$ cat src/rtl/axis_packet_arbiter_if.sv
// AXI-Stream bundle between N upstream sources and one shared channel.
// The slave modport is the arbiter's view and the master modport is the environment's view.
interface axis_packet_arbiter_if #(
  parameter int NUM_PORTS  = 4,
  parameter int DATA_WIDTH = 32
);
  localparam int ID_WIDTH = (NUM_PORTS > 1) ? $clog2(NUM_PORTS) : 1;

  logic [NUM_PORTS*DATA_WIDTH-1:0] s_axis_tdata;
  logic [NUM_PORTS-1:0]            s_axis_tvalid;
  logic [NUM_PORTS-1:0]            s_axis_tready;
  logic [NUM_PORTS-1:0]            s_axis_tlast;
  logic [DATA_WIDTH-1:0]           m_axis_tdata;
  logic                            m_axis_tvalid;
  logic                            m_axis_tready;
  logic                            m_axis_tlast;
  logic [ID_WIDTH-1:0]             m_axis_tid;

  modport slave (
    input  s_axis_tdata, s_axis_tvalid, s_axis_tlast, m_axis_tready,
    output s_axis_tready, m_axis_tdata, m_axis_tvalid, m_axis_tlast, m_axis_tid
  );

  modport master (
    output s_axis_tdata, s_axis_tvalid, s_axis_tlast, m_axis_tready,
    input  s_axis_tready, m_axis_tdata, m_axis_tvalid, m_axis_tlast, m_axis_tid
  );
endinterface

$ cat src/rtl/axis_packet_arbiter.sv
// Round-robin packet arbiter. It grants the shared channel to one source for a whole packet.
//
//   state     | meaning
//   ----------+-----------------------------------------------------------
//   ST_IDLE   | no grant; scans requests starting at rr_ptr
//   ST_LOCKED | grant held; datapath follows the granted source until tlast
module axis_packet_arbiter #(
  parameter  int NUM_PORTS  = 4,
  parameter  int DATA_WIDTH = 32,
  localparam int ID_WIDTH   = (NUM_PORTS > 1) ? $clog2(NUM_PORTS) : 1
) (
  input  logic                    aclk,
  input  logic                    areset,
  axis_packet_arbiter_if.slave    bus,
  output logic                    busy,
  output logic                    pkt_done,
  output logic [ID_WIDTH-1:0]     pkt_done_id,
  output logic [15:0]             beat_count
);

  typedef enum logic {ST_IDLE = 1'b0, ST_LOCKED = 1'b1} state_e;

  localparam logic [ID_WIDTH:0]   NP_W     = (ID_WIDTH+1)'(NUM_PORTS);
  localparam logic [ID_WIDTH-1:0] LAST_IDX = ID_WIDTH'(NUM_PORTS - 1);

  state_e              state_q, state_d;
  logic [ID_WIDTH-1:0] rr_ptr_q, rr_ptr_d;
  logic [ID_WIDTH-1:0] grant_q, grant_d;
  logic [15:0]         beat_cnt_q, beat_cnt_d;
  logic                pkt_done_q, pkt_done_d;
  logic [ID_WIDTH-1:0] pkt_done_id_q, pkt_done_id_d;

  logic                  locked;
  logic [DATA_WIDTH-1:0] sel_data;
  logic                  sel_valid;
  logic                  sel_last;
  logic                  hs;
  logic [15:0]           beat_live;

  logic [2*NUM_PORTS-1:0] req_dbl;
  logic [NUM_PORTS-1:0]   req_rot;
  logic                   found;
  logic [ID_WIDTH-1:0]    off;
  logic [ID_WIDTH:0]      sum;
  logic [ID_WIDTH-1:0]    pick;

  assign locked = (state_q == ST_LOCKED);

  // Select the granted source and drive the channel and the per-source readies.
  always_comb begin
    sel_data  = '0;
    sel_valid = 1'b0;
    sel_last  = 1'b0;
    bus.s_axis_tready = '0;
    for (int i = 0; i < NUM_PORTS; i++) begin
      if (grant_q == ID_WIDTH'(i)) begin
        sel_data  = bus.s_axis_tdata[i*DATA_WIDTH +: DATA_WIDTH];
        sel_valid = bus.s_axis_tvalid[i];
        sel_last  = bus.s_axis_tlast[i];
        bus.s_axis_tready[i] = locked & bus.m_axis_tready;
      end
    end
    bus.m_axis_tdata  = sel_data;
    bus.m_axis_tvalid = locked & sel_valid;
    bus.m_axis_tlast  = locked & sel_last;
    bus.m_axis_tid    = grant_q;
  end

  // Rotate the requests so that bit 0 is rr_ptr, then take the lowest set bit.
  always_comb begin
    req_dbl = {bus.s_axis_tvalid, bus.s_axis_tvalid} >> rr_ptr_q;
    req_rot = req_dbl[NUM_PORTS-1:0];
    found   = 1'b0;
    off     = '0;
    for (int k = NUM_PORTS - 1; k >= 0; k--) begin
      if (req_rot[k]) begin
        found = 1'b1;
        off   = ID_WIDTH'(k);
      end
    end
    sum  = {1'b0, rr_ptr_q} + {1'b0, off};
    pick = (sum >= NP_W) ? ID_WIDTH'(sum - NP_W) : sum[ID_WIDTH-1:0];
  end

  // Live beat count includes the handshake completing this cycle and saturates at all-ones.
  always_comb begin
    hs        = bus.m_axis_tvalid & bus.m_axis_tready;
    beat_live = beat_cnt_q;
    if (hs && (beat_cnt_q != 16'hFFFF)) beat_live = beat_cnt_q + 16'd1;
  end

  // Next-state logic: take a grant in IDLE, release it on the tlast handshake.
  always_comb begin
    state_d       = state_q;
    rr_ptr_d      = rr_ptr_q;
    grant_d       = grant_q;
    beat_cnt_d    = beat_live;
    pkt_done_d    = 1'b0;
    pkt_done_id_d = pkt_done_id_q;
    case (state_q)
      ST_IDLE: begin
        if (found) begin
          grant_d    = pick;
          beat_cnt_d = '0;
          state_d    = ST_LOCKED;
        end
      end
      ST_LOCKED: begin
        if (hs && bus.m_axis_tlast) begin
          state_d       = ST_IDLE;
          rr_ptr_d      = (grant_q == LAST_IDX) ? '0 : grant_q + ID_WIDTH'(1);
          pkt_done_d    = 1'b1;
          pkt_done_id_d = grant_q;
        end
      end
      default: state_d = ST_IDLE;
    endcase
  end

  // State register. Reset takes priority over a tlast handshake in the same cycle.
  always_ff @(posedge aclk) begin
    if (areset) begin
      state_q       <= ST_IDLE;
      rr_ptr_q      <= '0;
      grant_q       <= '0;
      beat_cnt_q    <= '0;
      pkt_done_q    <= 1'b0;
      pkt_done_id_q <= '0;
    end else begin
      state_q       <= state_d;
      rr_ptr_q      <= rr_ptr_d;
      grant_q       <= grant_d;
      beat_cnt_q    <= beat_cnt_d;
      pkt_done_q    <= pkt_done_d;
      pkt_done_id_q <= pkt_done_id_d;
    end
  end

  assign busy        = locked;
  assign pkt_done    = pkt_done_q;
  assign pkt_done_id = pkt_done_id_q;
  assign beat_count  = beat_live;

endmodule
$ cat src/flat_wrapper.sv
// flat-port wrapper written by rule: the top's interface ports become plain ports
module axis_packet_arbiter_flat 
#(
  parameter  int NUM_PORTS  = 4,
  parameter  int DATA_WIDTH = 32,
  localparam int ID_WIDTH   = (NUM_PORTS > 1) ? $clog2(NUM_PORTS) : 1
)
  (aclk, areset, busy, pkt_done, pkt_done_id, beat_count, bus_s_axis_tdata, bus_s_axis_tvalid, bus_s_axis_tlast, bus_m_axis_tready, bus_s_axis_tready, bus_m_axis_tdata, bus_m_axis_tvalid, bus_m_axis_tlast, bus_m_axis_tid);
  axis_packet_arbiter_if #(.NUM_PORTS(NUM_PORTS), .DATA_WIDTH(DATA_WIDTH)) bus_i ();
  input  logic aclk;
  input  logic areset;
  output logic busy;
  output logic pkt_done;
  output logic [ID_WIDTH-1:0] pkt_done_id;
  output logic [15:0] beat_count;
  input wire logic [$bits(bus_i.s_axis_tdata)-1:0] bus_s_axis_tdata;
  input wire logic [$bits(bus_i.s_axis_tvalid)-1:0] bus_s_axis_tvalid;
  input wire logic [$bits(bus_i.s_axis_tlast)-1:0] bus_s_axis_tlast;
  input wire logic [$bits(bus_i.m_axis_tready)-1:0] bus_m_axis_tready;
  output wire logic [$bits(bus_i.s_axis_tready)-1:0] bus_s_axis_tready;
  output wire logic [$bits(bus_i.m_axis_tdata)-1:0] bus_m_axis_tdata;
  output wire logic [$bits(bus_i.m_axis_tvalid)-1:0] bus_m_axis_tvalid;
  output wire logic [$bits(bus_i.m_axis_tlast)-1:0] bus_m_axis_tlast;
  output wire logic [$bits(bus_i.m_axis_tid)-1:0] bus_m_axis_tid;
  assign bus_i.s_axis_tdata = bus_s_axis_tdata;
  assign bus_i.s_axis_tvalid = bus_s_axis_tvalid;
  assign bus_i.s_axis_tlast = bus_s_axis_tlast;
  assign bus_i.m_axis_tready = bus_m_axis_tready;
  assign bus_s_axis_tready = bus_i.s_axis_tready;
  assign bus_m_axis_tdata = bus_i.m_axis_tdata;
  assign bus_m_axis_tvalid = bus_i.m_axis_tvalid;
  assign bus_m_axis_tlast = bus_i.m_axis_tlast;
  assign bus_m_axis_tid = bus_i.m_axis_tid;
  axis_packet_arbiter #(.NUM_PORTS(NUM_PORTS), .DATA_WIDTH(DATA_WIDTH)) u_core (.aclk(aclk), .areset(areset), .bus(bus_i), .busy(busy), .pkt_done(pkt_done), .pkt_done_id(pkt_done_id), .beat_count(beat_count));
endmodule
$ cat config.mk
export PLATFORM = sky130hd
export DESIGN_NAME = axis_packet_arbiter_flat
export DESIGN_NICKNAME = d
export VERILOG_FILES = /design/src/rtl/axis_packet_arbiter_if.sv /design/src/rtl/axis_packet_arbiter.sv /design/src/flat_wrapper.sv
export SDC_FILE = /design/constraint.sdc
export NUM_CORES = 1
export LEC_CHECK = 0
export CAP_MARGIN = 20
export CORE_MARGIN = 4
export CORE_UTILIZATION = 37
export DETAILED_ROUTE_END_ITERATION = 10
export PLACE_DENSITY = 0.88
export SKIP_CTS_REPAIR_TIMING = 1
export SLEW_MARGIN = 20
export SYNTH_ARGS = -nofsm -noshare
export SYNTH_HDL_FRONTEND = slang
export SYNTH_SLANG_ARGS = --single-unit
$ cat constraint.sdc
create_clock -name aclk -period 6 [get_ports aclk]
set_clock_uncertainty 0.2 [all_clocks]
set_input_delay 1.2 -clock aclk [delete_from_list [all_inputs] [get_ports aclk]]
set_output_delay 1.2 -clock aclk [all_outputs]
set_load 0.05 [all_outputs]
==> results of run 1 <==
[logic make-up after synthesis]
family,count (synthesis)
XOR/XNOR,8
adder cells (fa/ha/maj),6
multiplexers,8
AND/OR/NAND/NOR,188
buffers and inverters,37
AO/OA/AOI/OAI,127
flip-flops,24
[final cells by class]
type,count,area share [%]
inverters,6,0.486
repair buffers,202,43.5
flip-flops and latches,24,10.4
clock buffers,3,0.892
well taps,96,2.59
multi-input cells,337,42.2
[tightest hold or removal path, stage by stage, from the launching register on]
cell     delay, ps
dfxtp_1        340
mux2i_1         70
nor2_1          70
[sequential cells by signal, indices dropped and copies added (netlist names)]
register / count
u_core.beat_cnt_q: 16
u_core.bus.m_axis_tid: 2
u_core.pkt_done_id: 2
u_core.rr_ptr_q: 2
u_core.busy: 1
u_core.pkt_done: 1
[layout by cell type, fill, tap and decap left out, types with 4 or more instances in the layout]
cell / n
clkdlybuf4s50_1: 198
xnor2_1: 5
a21oi_1: 73
nand2_1: 79
a211oi_1: 4
o21ai_0: 37
nand3b_1: 33
nor2_1: 13
dfxtp_1: 24
mux2i_1: 6
or3_1: 4
and3_1: 5
nand4_1: 7
and2_1: 11
buf_4: 4
nand3_1: 10
inv_1: 6
nor4_1: 4
[cell usage after synthesis, types with 2 or more instances]
cell type	n
ha_1	6
nor4_1	4
mux2_2	2
a211oi_1	4
nor2b_1	2
clkbuf_1	25
or2_2	2
dfxtp_1	24
nand2_1	79
nand3b_1	33
nand4_1	7
xor2_1	3
buf_1	3
nor3_1	2
a21oi_1	73
buf_2	2
nor2_1	13
nor3b_1	2
nand2b_1	2
inv_1	6
mux2i_1	6
xnor2_1	5
or3_1	4
and2_1	11
nand3_1	10
or2b_1	2
o21a_1	2
or4_1	3
and3_1	5
o21ai_0	37
[power groups by stage]
stage | combinational [uW] | clock [uW] | sequential [uW]
floorplan | 343 | 0 | 177
global placement | 571 | 0 | 172
detailed placement | 578 | 0 | 172
CTS | 580 | 98.0 | 168
global route | 613 | 105 | 169
finish | 578 | 97.7 | 168
[through the flow]
stage          hold slack, ps  instance area, um2
2_1_floorplan             269                2570
3_3_place_gp              282                4590
3_5_place_dp              296                4590
4_1_cts                   317                4630
5_1_grt                   346                4630
6_report                  315                4630
[routing by layer]
layer / global-route usage, % / vias up
met1: 30.3 / 1575
li1: - / 1754
met2: 45.5 / 137
met5: 0 / -
met4: 6.78 / 0
met3: 5.14 / 15
[worst paths after layout]
check	from	to	slack [ps]	cells past startpoint
setup reg to reg	u_core.bus.m_axis_tid[1]$_SDFFE_PP0P_	u_core.beat_cnt_q[14]$_SDFF_PP0_	3080	8
hold reg to reg	u_core.pkt_done_id[1]$_SDFFE_PP0P_	u_core.pkt_done_id[1]$_SDFFE_PP0P_	310	2
hold / removal	u_core.pkt_done_id[1]$_SDFFE_PP0P_	u_core.pkt_done_id[1]$_SDFFE_PP0P_	310	2
setup / recovery	bus_s_axis_tvalid[1]	beat_count[7]	640	7
==> qor.yml, run 1 <==
status: "finished clean"
grt_usage_pct: 25.3
drive_gt1_share_pct: 3.67
die-area_um2: 8360
clkPwrFrac_pct: 11.6
slew_headroom_pct: 41.9
top_signal_layer_used: "met4"
hold_viol: 0
period_share_pct: 89.4
fin_setup_tns_ps: 0
endpoint_kind: "output pin"
worstPathArrival_ps: 3960
synthAdderAreaFrac_pct: 2.92
slowest_stage: "clkdlybuf4s50_1"
clkTransAtPathRegs_ps: 80
register_area_um2: 480
dp.cells: 665
ioPinCount: 199
ys.flop_type: "dfxtp_1"
synth_compound_area_share_pct: 27.0
finalNonFillerCells: 668
drc: 0
maxCapViolCount: 0
fp.dieH_um: 91.4
grt_first_pass_wirelength_mm: 17.5
max_freq_ghz: 0.186
met2WireLength_mm: 5.65
p_sw_share_pct: 47.6
finalWirelength_mm: 11.0
dpl_worst_slack_ps: 645
rows: 30
synth.distinct_cells: 49
internal_power_uw: 442
port_buffers: 198
num_antenna_cells: 0
drv_slew: 0
async_reset_ff_share_pct: 0
cts_sinks: 24
synth_simple_gate_area_share_pct: 39.7
cp-start-kind: "input port"
antenna_found_initial: 0
critical_path_class: "in -> out"
cts_tree: "built"
syn_inst: 398
synth.net_count: 543
synth_edf_count: 0
synthXorXnorAreaFrac_pct: 2.72
synth-seq-cells: 24
path_buf_inv: 2
totalPowerFinal_uw: 844
multi_input_area_um2: 1950
p_leak_uw: 0.00165
fillers: 615
cpLargestDelayFamily: "buffers and inverters"
grt_max_degree: 69
cts_root_buf: "clkbuf_8"
ys_seq_area_share_pct: 18.7
wl_per_cell_um: 16.4
clk_latency_ps: 280
grt.overflow.total: 0
start_util_pct: 37.9
htreeDepth: 1
pwr-share-seq_pct: 19.9
fp.dieW_um: 91.4
drtAntennaViolNets: 0
grt_setup_unrepaired: "false"
worst_slack_ps: 637
tightest_slew_ps: 868
syn-cell-area_um2: 2570
grt_pass1_vias: 3412
clockBufferDepth: 2
synth_top_family_by_area: "simple AND/OR/NAND/NOR gates"
design.core.area_um2: 6790
vdd_drop_max_mv: 0.201
synth_warnings: 0
worstPathRequired_ps: 4600
wl_met3_um: 767
crit_path_max_fanout: 6
vias: 3481
dp_hpwl_mm: 8.59
utilization_pct: 68.1
worstPathCellList: "clkdlybuf4s50_1 > a211oi_1 > a211o_1 > nor4_4 > nand3_1 > xnor2_1 > clkdlybuf4s50_1"
synth_top_area_share_pct: 18.7
cts_buffers: 3
area_growth_pct: 79.8
cp_slowest_stage_delay_ps: 820
setup_viol: 0
synthTopCellsByArea: "dfxtp_1 (19%), a21oi_1 (14%), nand2_1 (12%), nand3b_1 (9.6%), o21ai_0 (7.2%)"
nNetsFinal: 719
min-delay-path-class: "reg -> reg"
drt_iter0_drc: 144
period_minus_slack_ps: 5360
p_switching_uw: 402
pwr-share-comb_pct: 68.5
synth_top_area_cell: "dfxtp_1"
path_common_cell: "clkdlybuf4s50_1"
vias_per_cell: 5.21
dr.pass1.iters: 4
place_congestion: 0.882
synthMuxAreaShare_pct: 3.21
met1_length_mm: 4.34
powerDensity_nw_per_um2: 182
syn_area_per_cell_um2: 6.47
Power figures use the tool's default switching activity.
==> run 2, diff against run 1 <==
- CORE_UTILIZATION: 37 -> 39
- DONT_BUFFER_PORTS: not set -> 1
- PLACE_DENSITY: 0.88 -> not set
==> run 2 against run 1 <==
  * Non-clock buffer count decreased by 192
  * Critical path depth decreased by 1
  * Core utilization fell by 26 points
  * Sequential cell count did not move
  * Worst hold slack lost 2.5 ps
  * Maximum frequency rose by 4.2%
  * Die area decreased by 4.7%
  * Cell count is 31% lower
  * Wire length is 20% lower
  * Sequential share of layout area increased by 7.4 points
  * Largest cell class is now multi-input combinational cells
  * Combinational power decreased by 34%
==> qor.yml, run 2 (synthesis results as in run 1) <==
maxCapViolCount: 0  # unchanged
place_congestion: 0.851  # -3.5%
critPathCapture: "beat_count[14]"
finalWirelength_mm: 8.76  # -20%
max_freq_ghz: 0.194  # +4.2%
reg2reg_depth: 6  # -2
fillers: 663  # +7.8%
grt_first_pass_wirelength_mm: 12.9  # -26%
nNetsFinal: 527  # -27%
r2r-start: "u_core.bus.m_axis_tid[0]$_SDFFE_PP0P_"
multi_input_area_um2: 1950  # unchanged
htreeDepth: 1  # unchanged
critical_path_class: "reg -> out"
cp-start-kind: "register"
cts_sinks: 24  # unchanged
grt_pass1_vias: 2539  # -26%
drtAntennaViolNets: 0  # unchanged
cpLargestDelayFamily: "compound AO/OA/AOI/OAI gates"
grt_setup_unrepaired: "false"
wl_per_cell_um: 19.1  # +17%
drive_gt1_share_pct: 7.35  # +3.7 points
grt.overflow.total: 0  # unchanged
dr.pass1.iters: 4  # unchanged
powerDensity_nw_per_um2: 261  # +43%
worstPathArrival_ps: 3750  # -210 ps
largest_reg_flops: 16  # unchanged
largest-register: "u_core.beat_cnt_q"
register_area_um2: 480  # unchanged
ioPinCount: 199  # unchanged
rows: 29  # -3.3%
area_growth_pct: 4.81
drt_iter0_drc: 149  # +3.5%
vias_per_cell: 6.01  # +15%
clockBufferDepth: 2  # unchanged
min-delay-path-class: "reg -> reg"
worst_slack_ps: 853  # +216 ps
p_leak_uw: 0.000945  # -43%
utilization_pct: 42.3  # -26 points
vias: 2752  # -21%
setup_viol: 0  # unchanged
fp.dieW_um: 89.3  # -2.4%
antenna_found_initial: 0  # unchanged
clk_latency_ps: 270  # about the same
worstPathCellList: "ha_2 > a211oi_1 > a211oi_4 > nand3_1 > or4_1 > o21a_1"
grt_usage_pct: 20.6  # -4.7 points
clkTransAtPathRegs_ps: 90  # about the same
totalPowerFinal_uw: 705  # -16%
die-area_um2: 7970  # -4.7%
start_util_pct: 40.3  # +2.4 points
fin_setup_tns_ps: 0  # unchanged
slew_headroom_pct: 26.1  # -16 points
fp.dieH_um: 89.3  # -2.4%
path_depth: 6  # -1
drc: 0  # unchanged
period_share_pct: 85.8  # -3.6 points
port_buffers: 0  # -100%
mostFrequentLayoutCells: "nand2_1 (79), a21oi_1 (73), nand3b_1 (33), o21ai_1 (33), dfxtp_1 (24)"
cts_tree: "built"
path_buf_inv: 0  # -2
grt_max_degree: 70  # +1.4%
vdd_drop_max_mv: 0.197  # -2.1%
startpoint: "u_core.bus.m_axis_tid[0]$_SDFFE_PP0P_"
cts_root_buf: "clkbuf_8"
hold_viol: 0  # unchanged
crit_path_max_fanout: 69  # +63
worstPathRequired_ps: 4600  # about the same
endpoint_kind: "output pin"
r2r-end: "u_core.beat_cnt_q[4]$_SDFF_PP0_"
design.core.area_um2: 6390  # -6.0%
slowest_stage: "ha_2"
tightest_slew_ps: 1100  # +233 ps
cts_buffers: 3  # unchanged
cp_slowest_stage_delay_ps: 960  # +140 ps
reg2reg_setup_slack_ps: 2370  # -710 ps
drv_slew: 0  # unchanged
dp_hpwl_mm: 6.82  # -21%
period_minus_slack_ps: 5150  # -216 ps
mostFrequentLayoutCell: "nand2_1"
dpl_worst_slack_ps: 1140  # +496 ps
status: "finished clean"
num_antenna_cells: 0  # unchanged
-- run 2: changes by cell type in the layout (fill, tap and decap cells not counted), sizes merged --
cell / change
bufinv: +1
buf: +6
clkdlybuf4s50: -198
-- run 2: layout make-up --
type                            count  area share (%)
Sequential cell                    24            17.8
Inverter                            6           0.834
Clock inverter                      1            1.11
Multi-Input combinational cell    337            72.4
Tap cell                           77            3.57
Timing Repair Buffer               10            2.78
Clock buffer                        3            1.53
-- run 2: per-stage QoR --
stage	hold slack (ps)	std cells	area, um2
2_1_floorplan	269	398	2570
3_3_place_gp	295	454	2630
3_5_place_dp	298	454	2630
4_1_cts	314	458	2700
5_1_grt	357	458	2700
6_report	312	458	2700
-- run 2: worst min path at each step --
stage	from	endpoint	slack, ps	cells after the start
after floorplan	u_core.beat_cnt_q[8]$_SDFF_PP0_	u_core.beat_cnt_q[8]$_SDFF_PP0_	270	2
final	u_core.beat_cnt_q[8]$_SDFF_PP0_	u_core.beat_cnt_q[8]$_SDFF_PP0_	310	2
after global routing	u_core.beat_cnt_q[9]$_SDFF_PP0_	u_core.beat_cnt_q[9]$_SDFF_PP0_	360	2
after global placement	u_core.beat_cnt_q[8]$_SDFF_PP0_	u_core.beat_cnt_q[8]$_SDFF_PP0_	290	2
after CTS	u_core.beat_cnt_q[8]$_SDFF_PP0_	u_core.beat_cnt_q[8]$_SDFF_PP0_	310	2
after detailed placement	u_core.beat_cnt_q[8]$_SDFF_PP0_	u_core.beat_cnt_q[8]$_SDFF_PP0_	300	2
-- run 2: worst register-to-register path, stage by stage, from the launching register on --
cell	delay, ps
dfxtp_1	760
ha_2	960
a211oi_1	290
a211oi_4	420
nand3_4	220
o22a_1	460
and2_1	230
-- run 2: metal layers --
layer	vias up	part of all wire (%)	global-route usage [%]
met5	-	0	0
met2	134	47	35.5
met4	0	3.7	7.31
met3	20	11	5.25
met1	1225	38	24.8
li1	1373	-	-
-- run 2: power by group --
part | switching (uW) | internal (uW)
Combinational | 306 | 78.0
Clock | 55.1 | 89.2
Sequential | 14.7 | 162
Total | 376 | 329
